<file path="config.mk">
export PLATFORM = sky130hd
export DESIGN_NAME = rst_seq
export DESIGN_NICKNAME = d
export VERILOG_FILES = /design/src/rtl/rst_seq.sv
export SDC_FILE = /design/constraint.sdc
export NUM_CORES = 1
export LEC_CHECK = 0
export ABC_AREA = 1
export CAP_MARGIN = 15
export CORE_MARGIN = 5
export CORE_UTILIZATION = 30
export DETAILED_ROUTE_END_ITERATION = 7
export GPL_ROUTABILITY_DRIVEN = 0
export GPL_TIMING_DRIVEN = 0
export HOLD_SLACK_MARGIN = 0.08
export PLACE_DENSITY_LB_ADDON = 0.15
export RECOVER_POWER = 50
export REMOVE_ABC_BUFFERS = 1
export SLEW_MARGIN = 10
export SYNTH_ARGS = -nofsm -noshare
export SYNTH_HDL_FRONTEND = slang
export SYNTH_SLANG_ARGS = --single-unit
</file>
<file path="constraint.sdc">
create_clock -name CLK -period 3.25 [get_ports CLK]
set_input_delay 0.4875 -clock CLK [delete_from_list [all_inputs] [get_ports CLK]]
set_output_delay 0.4875 -clock CLK [all_outputs]
set_load 0.03 [all_outputs]
</file>
<file path="src/rtl/rst_seq.sv">
// Reset sequencer: releases NSTAGE downstream resets in ascending order, waiting for
// each stage's ack plus HOLD cycles, and re-asserts them in descending order on loss.
module rst_seq #(
  parameter int unsigned NSTAGE      = 4,
  parameter int unsigned HOLD        = 16,
  parameter int unsigned ACK_TIMEOUT = 255
) (
  input  logic              CLK,
  input  logic              RST,
  input  logic              sys_ready,
  input  logic              locked,
  input  logic [NSTAGE-1:0] stage_ack,
  output logic [NSTAGE-1:0] stage_rst,
  output logic              all_up,
  output logic              fault,
  output logic [2:0]        state
);

  localparam int unsigned IdxW  = (NSTAGE > 1) ? $clog2(NSTAGE) : 1;
  localparam int unsigned HoldW = $clog2(HOLD + 1);
  localparam int unsigned ToW   = $clog2(ACK_TIMEOUT + 1);

  localparam logic [IdxW-1:0]   LastIdx  = IdxW'(NSTAGE - 1);
  localparam logic [HoldW-1:0]  HoldLast = HoldW'(HOLD - 1);
  localparam logic [HoldW-1:0]  HoldMax  = HoldW'(HOLD);
  localparam logic [ToW-1:0]    ToLast   = ToW'(ACK_TIMEOUT - 1);
  localparam logic [ToW-1:0]    ToMax    = ToW'(ACK_TIMEOUT);
  localparam logic [NSTAGE-1:0] AllOnes  = '1;
  localparam logic [NSTAGE-1:0] TopBit   = AllOnes ^ (AllOnes >> 1);

  typedef enum logic [2:0] {
    StIdle     = 3'd0,
    StRelease  = 3'd1,
    StUp       = 3'd2,
    StTeardown = 3'd3,
    StFault    = 3'd4
  } state_e;

  state_e            state_q;
  logic [IdxW-1:0]   idx_q;
  logic [HoldW-1:0]  hcnt_q;
  logic [ToW-1:0]    tcnt_q;
  logic              acked_q;
  logic [NSTAGE-1:0] stage_rst_q;
  logic              all_up_q;
  logic              fault_q;

  logic go;
  logic cur_ack;

  assign go      = sys_ready & locked;
  assign cur_ack = stage_ack[idx_q];

  // Released stages are always a contiguous low-index run of zeros in stage_rst_q, so
  // releasing the next stage is a left shift and re-asserting the highest released stage
  // is a right shift with a one fed in at the top.
  always_ff @(posedge CLK) begin
    if (RST) begin
      state_q     <= StIdle;
      idx_q       <= '0;
      hcnt_q      <= '0;
      tcnt_q      <= '0;
      acked_q     <= 1'b0;
      stage_rst_q <= AllOnes;
      all_up_q    <= 1'b0;
      fault_q     <= 1'b0;
    end else begin
      unique case (state_q)
        StIdle: begin
          stage_rst_q <= AllOnes;
          idx_q       <= '0;
          hcnt_q      <= '0;
          tcnt_q      <= '0;
          acked_q     <= 1'b0;
          if (go) begin
            state_q     <= StRelease;
            stage_rst_q <= AllOnes << 1;
          end
        end

        StRelease, StUp: begin
          if (!go) begin
            state_q     <= StTeardown;
            all_up_q    <= 1'b0;
            stage_rst_q <= (stage_rst_q >> 1) | TopBit;
            hcnt_q      <= '0;
          end else if (state_q == StRelease) begin
            if (acked_q) begin
              // Ack already latched: only the hold interval matters now.
              if (hcnt_q == HoldLast) begin
                acked_q <= 1'b0;
                hcnt_q  <= '0;
                tcnt_q  <= '0;
                if (idx_q == LastIdx) begin
                  state_q  <= StUp;
                  all_up_q <= 1'b1;
                end else begin
                  idx_q       <= idx_q + 1'b1;
                  stage_rst_q <= stage_rst_q << 1;
                end
              end else if (hcnt_q < HoldMax) begin
                hcnt_q <= hcnt_q + 1'b1;
              end
            end else if (cur_ack) begin
              // An ack on the timeout cycle takes precedence over the timeout.
              acked_q <= 1'b1;
              hcnt_q  <= '0;
            end else if (tcnt_q == ToLast) begin
              state_q     <= StFault;
              stage_rst_q <= AllOnes;
              fault_q     <= 1'b1;
              all_up_q    <= 1'b0;
              tcnt_q      <= ToMax;
            end else if (tcnt_q < ToMax) begin
              tcnt_q <= tcnt_q + 1'b1;
            end
          end
        end

        StTeardown: begin
          if (hcnt_q == HoldLast) begin
            hcnt_q <= '0;
            if (stage_rst_q[0]) begin
              state_q <= StIdle;
              idx_q   <= '0;
            end else begin
              stage_rst_q <= (stage_rst_q >> 1) | TopBit;
            end
          end else if (hcnt_q < HoldMax) begin
            hcnt_q <= hcnt_q + 1'b1;
          end
        end

        StFault: begin
          stage_rst_q <= AllOnes;
          if (!sys_ready) begin
            state_q <= StIdle;
            fault_q <= 1'b0;
            idx_q   <= '0;
            tcnt_q  <= '0;
            hcnt_q  <= '0;
            acked_q <= 1'b0;
          end
        end

        default: begin
          state_q     <= StIdle;
          stage_rst_q <= AllOnes;
          all_up_q    <= 1'b0;
          fault_q     <= 1'b0;
        end
      endcase
    end
  end

  assign stage_rst = stage_rst_q;
  assign all_up    = all_up_q;
  assign fault     = fault_q;
  assign state     = state_q;

endmodule
</file>
==> results of run 1 <==
==> report_power, final <==
group / switching [mW] / internal [mW]
Clock: 0.113 / 0.0881
Combinational: 0.722 / 0.342
Sequential: 0.0921 / 0.379
==> synthesized netlist by cell type (2+ instances only) <==
cell | number | area share (%)
ha_1 | 4 | 2.7
dfxtp_1 | 25 | 27
nor2_2 | 3 | 1.0
o21ai_1 | 3 | 0.80
nand3_1 | 36 | 9.7
a31oi_1 | 3 | 1.0
nand2_1 | 99 | 20
nand2_2 | 4 | 1.3
buf_4 | 2 | 0.80
nor2_1 | 51 | 10
clkbuf_1 | 2 | 0.40
nand4_1 | 7 | 2.3
inv_2 | 6 | 1.2
inv_1 | 30 | 6.0
nor3_1 | 2 | 0.54
buf_2 | 2 | 0.54
nor2_4 | 2 | 1.2
a21oi_1 | 16 | 4.3
o21ai_0 | 18 | 4.8
==> worst max-delay path, cell delays in order (launching register included) <==
cell and delay (ns):
dfxtp_1 0.39, inv_1 0.27, nand3_1 0.22, nand2_1 0.55, nand2_1 0.22, inv_2 0.13
nand2_1 0.06, nand2_1 0.22, nor2_1 0.10, nand2_1 0.07, nand2_1 0.05, nor2_1 0.10
==> logic make-up after synthesis <==
group                    Yosys count  share of synthesized area, %
adder cells (fa/ha/maj)            4                          2.68
XOR/XNOR                           2                         0.939
AND/OR/NAND/NOR                  207                          47.7
flip-flops                        25                          26.8
AO/OA/AOI/OAI                     42                          12.3
buffers and inverters             43                          9.58
==> cell usage in the layout, fill, tap and decap left out, drive strengths merged, types with 2 or more instances in the layout <==
cell,instances
nand2,104
dfxtp,25
nand3,37
nand4,7
clkdlybuf4s50,6
a21oi,18
o21ai,21
ha,4
dlygate4sd3,10
a31oi,3
nor3,2
clkbuf,4
nor2,56
inv,36
==> stage by stage <==
| stage | std cells | cell area, sq um |
|---|---|---|
| 4_1_cts | 411 | 2120 |
| 6_report | 411 | 2110 |
| 3_3_place_gp | 407 | 2080 |
| 2_1_floorplan | 316 | 1820 |
| 3_5_place_dp | 407 | 2080 |
| 5_1_grt | 411 | 2110 |
==> layout make-up <==
class                           instances  area (sq um)  share of cell area (%)
Multi-Input combinational cell        255          1170                    55.7
Timing Repair Buffer                   16           160                    7.59
Clock buffer                            4          45.0                    2.14
Inverter                               36           135                    6.41
Sequential cell                        25           500                    23.7
Tap cell                               75          93.8                    4.45
==> per-layer routing <==
metal	vias to the layer above	track usage [%]	part of all wire, %
li1	1060	-	-
met1	871	18.3	52
met2	18	21.3	44
met3	4	1.96	3.2
met4	0	3.43	0.82
met5	-	0	0
==> state kept, by name, summed over array words and instances, names as in the netlist <==
signal     count
state          3
fault          1
stage_rst      4
acked_q        1
idx_q          2
hcnt_q         5
tcnt_q         8
all_up         1
==> final timing paths <==
check,start,end,depth (start not counted)
setup reg to reg,state[2]$_SDFFE_PP0P_,all_up$_SDFFE_PP0P_,11
setup / recovery,state[2]$_SDFFE_PP0P_,all_up$_SDFFE_PP0P_,11
hold / removal,fault$_SDFFE_PP0P_,fault$_SDFFE_PP0P_,2
hold reg to reg,fault$_SDFFE_PP0P_,fault$_SDFFE_PP0P_,2
==> impl_metrics.py, run 1 <==
metrics = {
    "outcome": {
        "status": "completed",
    },
    "detailed_routing": {
        "via_per_inst": 4.75,
        "wl_per_cell_um": 11.9,
        "drc": 0,
        "drt_iter0_drc": 99,
        "num_vias": 1953,
        "drt-pass1-iter-count": 4,
        "wirelength_mm": 4.88,
        "ant_nets": 0,
    },
    "floorplan": {
        "start_util_pct": 31.2,
        "ios": 17,
        "core-area_sq_um": 5990,
        "fp.dieH_um": 88.9,
        "die_w_um": 88.9,
        "placementRows": 28,
        "dieArea_sq_um": 7900,
    },
    "timing": {
        "worst_slack_ns": 0.811,
        "hold_viol": 0,
        "rsz0062_at_grt": "false",
        "fin_crit_ns": 2.44,
        "fmax_mhz": 410,
        "fin_crit_sh_pct": 75.0,
        "whs_ns": 0.484,
        "slew_headroom_pct": 56.2,
        "fin_skew_ns": 0.00740,
        "setup_viol": 0,
        "finalSetupTns_ns": 0,
        "slew_violations": 0,
        "worstMarginPinSlew_ns": 0.655,
    },
    "setup_path": {
        "cp-start-kind": "flip-flop",
        "crit_fanout": 22,
        "cp.required_ns": 3.47,
        "rrSetupSlack_ns": 0.81,
        "worstSetupPathType": "flip-flop to flip-flop",
        "end_kind": "flip-flop",
        "cp.arrival_ns": 2.66,
    },
    "finish": {
        "drive_above_1_share_pct": 5.06,
        "n_fill_cell": 679,
        "fin_util_pct": 35.2,
        "antenna_cells": 0,
        "area_growth_pct": 13.0,
        "nNetsFinal": 349,
    },
    "logic_synthesis": {
        "synth.cell_area_sq_um": 1870,
        "ys_types": 27,
        "yosysSeqAreaShare_pct": 26.8,
        "synthArstFlopShare_pct": 0,
        "synth_flop_cell": "dfxtp_1",
        "syn_avg_cell_area_sq_um": 5.78,
        "synth_edf_count": 0,
        "synth_seq_cells": 25,
        "synthCells": 323,
        "ys_warn_count": 0,
    },
    "clocking": {
        "cts_resized": 0,
        "numCtsBuffers": 3,
        "htreeDepth": 1,
        "postCtsSetupBuffers": 0,
        "clock_latency_ns": 0.28,
        "ctsHoldBuffers": 0,
        "cts_sinks": 25,
        "cts_tree": "yes",
        "clk_path_buf_depth": 2,
        "clk_pin_slew_ns": 0.10,
        "cts-root-buf": "clkbuf_8",
    },
    "placement": {
        "dp_hpwl_mm": 3.61,
        "pre_cts_ws_ns": 0.916,
        "port_buffers": 16,
    },
    "global_route": {
        "grt-ovfl-total": 0,
        "grt_usage_pct": 13.2,
        "antenna_found_initial": 0,
        "grt_pass1_wl_mm": 8.40,
        "grt_pass1_vias": 1798,
        "grt_max_degree": 23,
    },
    "power_and_ir_drop": {
        "pwr_density_cell_nw_per_um2": 823,
        "power_mw": 1.74,
        "vdd_drop_max_uv": 333,
        "leakage_nw": 0.941,
    },
    "run": {
        "cap_violations": 0,
    },
    "worst_hold_path": {
        "hp-class": "flip-flop to flip-flop",
    },
}
(Power assumes the default switching activity.)
==> inputs of run 2 (changes only) <==
==> constraint.sdc (replaced) <==
create_clock -name CLK -period 2.3 [get_ports CLK]
set_input_delay 0.345 -clock CLK [delete_from_list [all_inputs] [get_ports CLK]]
set_output_delay 0.345 -clock CLK [all_outputs]
set_load 0.03 [all_outputs]
==> run 2 against run 1 <==
Non-clock buffer count unchanged. Power increased by 40%. Clock power increased by 40%. Largest cell class unchanged. Highest routed layer unchanged.
==> impl_metrics.py, run 2 (synthesis gave the netlist of run 1 again) <==
metrics = {
    "outcome": {
        "status": "completed",
    },
    "clocking": {
        "htreeDepth": 1,
        "clk_path_buf_depth": 2,
        "cts_resized": 0,
        "cts-root-buf": "clkbuf_8",
        "postCtsSetupBuffers": 0,
        "clk_pin_slew_ns": 0.10,
        "cts_tree": "yes",
        "cts_sinks": 25,
        "ctsHoldBuffers": 0,
        "clock_latency_ns": 0.28,
        "numCtsBuffers": 3,
    },
    "floorplan": {
        "core-area_sq_um": 5990,
        "placementRows": 28,
        "die_w_um": 88.9,
        "fp.dieH_um": 88.9,
        "dieArea_sq_um": 7900,
        "ios": 17,
        "start_util_pct": 31.2,
    },
    "power_and_ir_drop": {
        "p_switching_mw": 1.30,
        "seqPwrFrac_pct": 27.3,
        "pwr-share-clk_pct": 11.6,
        "pwr_density_cell_nw_per_um2": 1150,
        "power_mw": 2.44,
        "vdd_drop_max_uv": 462,
        "p_int_mw": 1.14,
        "power_switching_share_pct": 53.3,
        "leakage_nw": 0.940,
        "combinationalPowerShare_pct": 61.1,
    },
    "setup_path": {
        "end_kind": "flip-flop",
        "cp-start-kind": "flip-flop",
        "worstSetupPathType": "flip-flop to flip-flop",
        "crit_fanout": 22,
        "cp.required_ns": 2.47,
        "cp.arrival_ns": 2.18,
        "reg2reg_depth": 9,
    },
    "placement": {
        "placed_area_sq_um": 2080,
        "dp_hpwl_mm": 3.61,
        "port_buffers": 16,
    },
    "timing": {
        "setup_viol": 0,
        "finalSetupTns_ns": 0,
        "fin_skew_ns": 0.00624,
        "fin_crit_ns": 2.00,
        "fin_crit_sh_pct": 87.2,
        "worstMarginPinSlew_ns": 0.468,
        "slew_headroom_pct": 68.8,
        "slew_violations": 0,
        "fmax_mhz": 499,
        "hold_viol": 0,
        "rsz0062_at_grt": "false",
    },
    "global_route": {
        "grt_pass1_vias": 1798,
        "grt_usage_pct": 13.2,
        "grt_max_degree": 23,
        "antenna_found_initial": 0,
        "grt-ovfl-total": 0,
        "grt_pass1_wl_mm": 8.40,
    },
    "finish": {
        "area_growth_pct": 13.1,
        "largest_reg_flops": 8,
        "drive_above_1_share_pct": 5.65,
        "fin_util_pct": 35.3,
        "final_common_cell": "nand2_1",
        "final_cell_mix": "nand2_1 (99), nor2_1 (52), nand3_1 (36)",
        "n_fill_cell": 678,
        "nNetsFinal": 349,
        "top_register": "tcnt_q",
        "antenna_cells": 0,
        "stdcell_area_sq_um": 2110,
    },
    "detailed_routing": {
        "drt_iter0_drc": 114,
        "wl_per_cell_um": 11.9,
        "drc": 0,
        "via_per_inst": 4.78,
        "ant_nets": 0,
        "num_vias": 1963,
        "drt-pass1-iter-count": 4,
        "wirelength_mm": 4.88,
    },
    "worst_hold_path": {
        "hp-class": "flip-flop to flip-flop",
        "hold_depth": 2,
    },
    "run": {
        "cap_violations": 0,
    },
}
## run 2: path summary, 6_finish.rpt
path / startpoint / end / slack (ns)
min: fault$_SDFFE_PP0P_ / fault$_SDFFE_PP0P_ / 0.48
max reg2reg: state[2]$_SDFFE_PP0P_ / hcnt_q[3]$_SDFFE_PP0P_ / 0.30
min reg2reg: fault$_SDFFE_PP0P_ / fault$_SDFFE_PP0P_ / 0.48
max: state[2]$_SDFFE_PP0P_ / hcnt_q[3]$_SDFFE_PP0P_ / 0.30
## run 2: metrics by stage
step / std cells / hold slack (ns) / worst slack (ns)
6_report: 411 / 0.483 / 0.295
5_1_grt: 411 / 0.526 / 0.0710
4_1_cts: 411 / 0.486 / 0.305
3_5_place_dp: 407 / 0.461 / 0.109
3_3_place_gp: 407 / 0.473 / 0.105
2_1_floorplan: 316 / 0.414 / 0.523
## run 2: final cells by class
class	instances	area (sq um)	area share [%]
well taps	75	93.8	4.44
clock buffers	4	45.0	2.13
repair buffers	16	160	7.58
flip-flops and latches	25	500	23.7
inverters	36	135	6.40
multi-input cells	255	1180	55.7
## run 2: power groups by stage
| stage | registers, mW | logic (mW) | clock network (mW) |
|---|---|---|---|
| 2_1_floorplan | 0.754 | 1.04 | 0 |
| 3_3_place_gp | 0.682 | 1.55 | 0 |
| 3_5_place_dp | 0.682 | 1.54 | 0 |
| 4_1_cts | 0.671 | 1.55 | 0.295 |
| 5_1_grt | 0.690 | 1.70 | 0.315 |
| 6_report | 0.666 | 1.49 | 0.282 |
## run 2: per-layer routing
| layer | part of all wire [%] | vias up | global-route usage [%] |
|---|---|---|---|
| met5 | 0 | - | 0 |
| li1 | - | 1060 | - |
| met3 | 4.2 | 4 | 1.96 |
| met1 | 51 | 870 | 18.3 |
| met4 | 0.82 | 0 | 3.43 |
| met2 | 44 | 29 | 21.3 |
## run 2: critical path, cell delays in order (launching register included)
cell     delay [ns]
dfxtp_1        0.47
inv_2          0.15
nand3_2        0.13
nand2_2        0.24
nand2_1        0.21
inv_2          0.06
a21oi_2        0.28
inv_1          0.10
o21ai_1        0.19
nor2_1         0.06
